**src/rtl/pc_npc_unit.sv**
```systemverilog
`default_nettype none
// ============================================================================
//  Module   : pc_npc_unit
//  Purpose  : SPARC PC/nPC pair with delayed-branch sequencing, annulled
//             delay slots, trap entry with PC/nPC save, trap retry, a sticky
//             misalignment flag and a ring-buffer trace of retired PCs.
//  Revision : 1.0  initial release
// ============================================================================
module pc_npc_unit #(
  parameter int unsigned      WIDTH        = 32,
  parameter logic [WIDTH-1:0] RESET_VECTOR = '0,
  parameter int unsigned      DEPTH        = 8,
  parameter int unsigned      IDX_W        = 3
) (
  input  logic             Clock,
  input  logic             Reset_N,
  input  logic             Load_Enable,
  input  logic             Branch_Taken,
  input  logic             Annul,
  input  logic [WIDTH-1:0] Target,
  input  logic             Trap,
  input  logic [WIDTH-1:0] Trap_Addr,
  input  logic             Retry,
  input  logic [IDX_W-1:0] Trace_Index,
  output logic [WIDTH-1:0] PC,
  output logic [WIDTH-1:0] nPC,
  output logic [WIDTH-1:0] Saved_PC,
  output logic [WIDTH-1:0] Saved_nPC,
  output logic [WIDTH-1:0] Trace_PC,
  output logic [IDX_W:0]   Trace_Count,
  output logic             Misaligned
);

  localparam logic [WIDTH-1:0] C_FOUR  = WIDTH'(4);
  localparam logic [WIDTH-1:0] C_EIGHT = WIDTH'(8);
  localparam logic [IDX_W:0]   C_DEPTH = (IDX_W+1)'(DEPTH);

  logic [WIDTH-1:0] r_pc;
  logic [WIDTH-1:0] r_npc;
  logic [WIDTH-1:0] r_saved_pc;
  logic [WIDTH-1:0] r_saved_npc;
  logic             r_misaligned;
  logic [IDX_W-1:0] r_wr_ptr;
  logic [IDX_W:0]   r_count;
  logic [WIDTH-1:0] r_trace [DEPTH];

  logic [WIDTH-1:0] w_pc_next;
  logic [WIDTH-1:0] w_npc_next;
  logic             w_update;
  logic             w_mis_next;
  logic [IDX_W-1:0] w_rd_idx;

  // Next PC/nPC selection; Trap outranks Retry, which outranks Load_Enable
  always_comb begin
    w_pc_next  = r_pc;
    w_npc_next = r_npc;
    w_update   = 1'b0;
    if (Trap) begin
      w_pc_next  = Trap_Addr;
      w_npc_next = Trap_Addr + C_FOUR;
      w_update   = 1'b1;
    end else if (Retry) begin
      w_pc_next  = r_saved_pc;
      w_npc_next = r_saved_npc;
      w_update   = 1'b1;
    end else if (Load_Enable) begin
      w_update = 1'b1;
      case ({Branch_Taken, Annul})
        2'b10: begin  // taken, delay slot executes
          w_pc_next  = r_npc;
          w_npc_next = Target;
        end
        2'b11: begin  // taken, delay slot annulled
          w_pc_next  = Target;
          w_npc_next = Target + C_FOUR;
        end
        2'b01: begin  // untaken, delay slot annulled: skip it
          w_pc_next  = r_npc + C_FOUR;
          w_npc_next = r_npc + C_EIGHT;
        end
        default: begin  // sequential advance
          w_pc_next  = r_npc;
          w_npc_next = r_npc + C_FOUR;
        end
      endcase
    end
  end

  // Sticky misalignment: a trap restarts the flag from the handler address
  always_comb begin
    w_mis_next = r_misaligned;
    if (Trap)
      w_mis_next = |Trap_Addr[1:0];
    else if (w_update)
      w_mis_next = r_misaligned | (|w_pc_next[1:0]);
  end

  // Architectural state, updated on the falling edge
  always_ff @(negedge Clock or negedge Reset_N) begin
    if (!Reset_N) begin
      r_pc         <= RESET_VECTOR;
      r_npc        <= RESET_VECTOR + C_FOUR;
      r_saved_pc   <= '0;
      r_saved_npc  <= '0;
      r_misaligned <= 1'b0;
      r_wr_ptr     <= '0;
      r_count      <= '0;
    end else begin
      r_pc         <= w_pc_next;
      r_npc        <= w_npc_next;
      r_misaligned <= w_mis_next;
      if (Trap) begin
        r_saved_pc  <= r_pc;
        r_saved_npc <= r_npc;
      end
      if (w_update) begin
        r_wr_ptr <= r_wr_ptr + IDX_W'(1);
        if (r_count != C_DEPTH)
          r_count <= r_count + (IDX_W+1)'(1);
      end
    end
  end

  // Trace storage: contents need no reset, validity is tracked by r_count
  always_ff @(negedge Clock) begin
    if (w_update)
      r_trace[r_wr_ptr] <= r_pc;
  end

  // Index 0 is the newest entry; the pointer wraps naturally at DEPTH
  assign w_rd_idx = r_wr_ptr - IDX_W'(1) - Trace_Index;

  assign Trace_PC    = ({1'b0, Trace_Index} < r_count) ? r_trace[w_rd_idx] : '0;
  assign PC          = r_pc;
  assign nPC         = r_npc;
  assign Saved_PC    = r_saved_pc;
  assign Saved_nPC   = r_saved_npc;
  assign Trace_Count = r_count;
  assign Misaligned  = r_misaligned;

endmodule
`default_nettype wire
```
**config.mk**
```make
export PLATFORM = sky130hd
export DESIGN_NAME = pc_npc_unit
export DESIGN_NICKNAME = d
export VERILOG_FILES = /design/src/rtl/pc_npc_unit.sv
export SDC_FILE = /design/constraint.sdc
export NUM_CORES = 1
export LEC_CHECK = 0
export CELL_PAD_IN_SITES_DETAIL_PLACEMENT = 1
export CELL_PAD_IN_SITES_GLOBAL_PLACEMENT = 1
export CORE_UTILIZATION = 49
export DETAILED_ROUTE_END_ITERATION = 8
export GPL_TIMING_DRIVEN = 0
export PLACE_DENSITY = 0.87
export SETUP_SLACK_MARGIN = 0.02
export SYNTH_ARGS = -nofsm -noshare
export SYNTH_HDL_FRONTEND = slang
export SYNTH_SLANG_ARGS = --single-unit
```
**constraint.sdc**
```tcl
create_clock -name Clock -period 12.7 [get_ports Clock]
set_clock_uncertainty 0.2 [all_clocks]
set_input_delay 3.175 -clock Clock [delete_from_list [all_inputs] [get_ports Clock]]
set_output_delay 3.175 -clock Clock [all_outputs]
set_load 0.05 [all_outputs]
```
==> qor.csv, run 1 <==
metric,value,unit
ctsLongestPathBuffers,3,
syn_inst,1557,
start_util,50.0,%
htree_levels,2,
async_flop_share,34.7,%
die_h,201,um
rows,72,
synth_top_area_share,39.6,%
clkSinkCount,392,
synth_top_area_cell,edfxtp_1,
ys.flop_type,edfxtp_1,
placed_area,22800,um^2
die_w,201,um
yosysSeqAreaShare,57.1,%
ys_types,77,
io_pins,239,
track_usage,82.6,%
cts-root-buf,clkbuf_16,
error,[ERROR GRT-0232] Routing congestion too high. Check the congestion heatmap in the GUI.,
synth_area_leaders,"edfxtp_1 (40%), dfrtn_1 (17%), mux4_2 (7.5%)",
status,aborted with a tool error,
syn_area,19400,um^2
ys_warn_count,0,
failing_step,5_1_grt,
gp_congestion,0.989,
grt_max_degree,85,
syn_area_per_cell,12.5,um^2
endpoint_type,top-level output,
gr-total-overflow,67,
synth-edff-count,256,
dp_hpwl,60400,um
numPortBuffers,235,
antenna_found_initial,32,
ys_seq_elements,392,
crit_endpoint,Trace_PC[20],
syn-num-nets,1642,
cts_made_buffers,42,
## per-layer routing
layer	global-route usage, %	GRT overflow
met5	39.8	3
met1	83.7	2
met4	80.6	29
met3	73.6	3
met2	93.5	30
## timing repair
action	CTS
endpoints found under the hold margin	0
setup endpoints to repair	236
cloned	2
buffers inserted	22
gates resized for setup	371
hold buffers	0
pin swaps	28
## synthesized netlist by cell type (all sizes together) (6+ instances only)
cell,count
edfxtp,256
nand2,159
dfrtn,135
a21oi,105
clkbuf,83
nor2,82
mux2,71
mux4,65
o21ai,62
nand3,52
xnor2,47
nand4,41
xor2,39
buf,36
nor3,34
o22ai,22
a22oi,21
inv,21
nor4,18
a221oi,15
mux2i,15
o221ai,14
and3,13
a211oi,12
a31oi,10
ha,10
and4,9
o211ai,8
o22a,8
or4,7
nor3b,6
o21a,6
## cell families after synthesis
kind of cell / synth area share, %
flip-flops: 57.1
AO/OA/AOI/OAI: 11.1
buffers and inverters: 3.36
XOR/XNOR: 3.88
adder cells (fa/ha/maj): 0.747
AND/OR/NAND/NOR: 11.4
multiplexers: 12.4
## per-stage QoR
stage	cells	setup slack (ns)	hold slack [ns]	setup TNS (ns)
3_3_place_gp	2310	-4.02	0.282	-1372.45
3_5_place_dp	2331	-1.15	0.285	-221.63
4_1_cts	2687	-0.292	0.296	-1.24
2_1_floorplan	1557	-0.765	0.316	-114.69
==> run 2, diff against run 1 <==
CELL_PAD_IN_SITES_DETAIL_PLACEMENT = unset   (was 1)
CELL_PAD_IN_SITES_GLOBAL_PLACEMENT = unset   (was 1)
CORE_UTILIZATION = 40   (was 49)
PLACE_DENSITY = unset   (was 0.87)
PLACE_DENSITY_LB_ADDON = 0.15   (was unset)
SETUP_SLACK_MARGIN = unset   (was 0.02)
==> run 2 against run 1 <==
Compared with the run above:
- the run now ends clean
- synthesized cell count is the same
- area after synthesis is the same
==> qor.csv, run 2 <==
metric,value,unit,change
ir_worst_vdd,0.176,mV,
ys_warn_count,0,,unchanged
rows,80,,was 72
cap_violations,0,,
ys.flop_type,edfxtp_1,,unchanged
use_met3,6.73,%,
yosysSeqAreaShare,57.1,%,unchanged
start_util,40.6,%,was 50.0%
async_flop_share,34.7,%,unchanged
crit_type,in -> reg,,
gr-total-overflow,0,,
clk_pin_slew,0.04,ns,
numPortBuffers,235,,unchanged
grt_max_degree,85,,
rsz0062_at_grt,yes,,
clkSinkCount,392,,unchanged
grt_use_met1,40.8,%,
cp-start-kind,input port,,
drive_above_1_share,17.2,%,
gp_congestion,0.988,,was 0.989
holdBufCountCts,0,,unchanged
syn_area,19400,um^2,unchanged
crit_slowest_cell,clkdlybuf4s50_1,,
setup_viol,0,,
critPathCaptureType,register,,
synth_top_area_share,39.6,%,unchanged
slew_headroom,13.8,%,
dp_hpwl,55900,um,was 60400 um
drc,0,,
htree_levels,2,,unchanged
min_path_type,reg -> reg,,
fin_cells,2769,,
io_pins,239,,unchanged
synth_fa_ha_area_share,0.747,%,unchanged
status,completed,,was aborted with a tool error
syn_inst,1557,,unchanged
die_h,222,um,was 201 um
vias,16300,,
drt_first_pass_iters,6,,
synth_area_leaders,"edfxtp_1 (40%), dfrtn_1 (17%), mux4_2 (7.5%)",,unchanged
ys_top_cells_by_count,"edfxtp_1 (256), nand2_1 (158), dfrtn_1 (135)",,unchanged
core-area,47800,um^2,
final-max-slew-violation-count,0,,
fillers,4192,,
gr-usage-met2,49.6,%,
grt_pass1_wl,112000,um,
worstPathRequired,6.46,ns,
grt_busiest_layer,met2,,
wirelength,77400,um,
finalHoldViolations,0,,
die_w,222,um,was 201 um
cp.arrival,6.43,ns,
cp_max_fo,12,,
ys_seq_elements,392,,unchanged
routedWlPerCell,28.0,um,
worst_pin_slew,1.29,ns,
cts-root-buf,clkbuf_16,,unchanged
largest_reg_flops,256,,
grt_pass1_vias,16600,,
holdWs,0.289,ns,
synth_top_family_by_area,multiplexers,,unchanged
ctsLongestPathBuffers,3,,unchanged
synth_most_common_cell,edfxtp_1,,unchanged
synth_compound_area_share,11.1,%,unchanged
synth_mux_area_share,12.4,%,unchanged
syn-num-nets,1642,,unchanged
most-common-layout-cells,"inv_1 (282), edfxtp_1 (256), clkdlybuf4s50_1 (202)",,
ys_types,77,,unchanged
area_growth,32.3,%,
vias_per_cell,5.88,,
dp.cells,2429,,was 2331
largest_register,r_trace,,
synth_top_area_cell,edfxtp_1,,unchanged
synth-edff-count,256,,unchanged
clock_latency,0.63,ns,
yosys.area_share.xor_xnor,3.88,%,unchanged
power_density,244,nW/um^2,
track_usage,31.4,%,
cpPeakStageDelay,0.64,ns,
syn_area_per_cell,12.5,um^2,unchanged
path_cells,"clkdlybuf4s50_1, or2_2, clkbuf_1, nor2_1, buf_2, buf_1, nor4_4, buf_6",,
final_common_cell,inv_1,,
cts_made_buffers,45,,was 42
antenna_found_initial,2,,
cts_tree,built,,
drt-initial-drc-count,1635,,
p_leak,10.2,nW,
ant_nets,0,,
synth-simple-area-share,11.4,%,unchanged
dieArea,49400,um^2,
nNetsFinal,2206,,
-- run 2: cell counts after synthesis --
Identical to the previous run, type by type.
-- run 2: final timing paths --
kind / to / depth (start not counted) / startpoint / slack (ns)
worst min register to register: nPC[27]$_DFFE_NN0P_ / 2 / Saved_nPC[27]$_DFFE_NN0P_ / 0.29
worst max register to register: PC[25]$_DFFE_NN0P_ / 8 / nPC[3]$_DFFE_NN0P_ / 8.99
worst max-delay path: r_trace[2][25]$_DFFE_NP_ / 8 / Retry / 0.02
worst min-delay path: nPC[27]$_DFFE_NN0P_ / 2 / Saved_nPC[27]$_DFFE_NN0P_ / 0.29
min in group asynchronous: Saved_nPC[10]$_DFFE_NN0P_ / 1 / Reset_N / 8.57
max in group asynchronous: nPC[2]$_DFFE_NN1P_ / 2 / Reset_N / 2.83
-- run 2: logic make-up (layout without fill, tap and decap cells) --
logic type,after synthesis,after routing
XOR/XNOR,86,86
other,0,1
flip-flops,392,392
adder cells (fa/ha/maj),11,11
AO/OA/AOI/OAI,332,332
multiplexers,151,151
buffers and inverters,143,739
AND/OR/NAND/NOR,442,442
-- run 2: per-stage QoR --
stage	total power, mW	utilization (%)	cell area, um^2	setup TNS (ns)	setup WS, ns
2_1_floorplan	3.63	-	19400	-114.69	-0.765
3_3_place_gp	4.53	47.1	22600	-1427.77	-4.24
3_5_place_dp	4.61	48.0	22900	-196.32	-1.17
4_1_cts	6.19	53.3	25500	-0.0319	-0.0248
5_1_grt	6.59	53.7	25700	-0.116	-0.0489
6_report	6.28	53.7	25700	0	0.0204
-- run 2: cell type report --
class,instances,area [um^2],area share (%)
tap,615,769,3.00
antenna,1,2.50,0.00974
clock inverter,278,1200,4.66
buffer,118,657,2.56
multi-input combinational,1022,7910,30.8
timing repair buffer,263,2710,10.5
inverter,22,82.6,0.321
sequential,392,11100,43.2
clock buffer,58,1280,4.97
-- run 2: where the power goes --
part	internal, mW	switching, mW
Sequential	1.70	0.165
Combinational	1.02	1.74
Clock	0.899	0.755
-- run 2: routing by layer --
layer	routed length [um]	part of all wire, %	up-vias
met5	11	0.014	-
li1	-	-	7126
met3	5810	7.5	190
met4	3650	4.7	2
met1	31800	41	8120
met2	36100	47	834
-- run 2: worst max-delay path, delay by kind of cell --
kind | cells | cell delay (ns)
AND/OR/NAND/NOR | 3 | 0.94
buffers and inverters | 5 | 2.29
-- run 2: timing repair --
| action | CTS | global route |
|---|---|---|
| endpoints found under the setup margin | 167 | 43 |
| pin swaps | 0 | 3 |
| buffers inserted | 6 | 0 |
| gates resized for setup | 213 | 84 |
No activity file was read; power rests on OpenSTA's default activity.
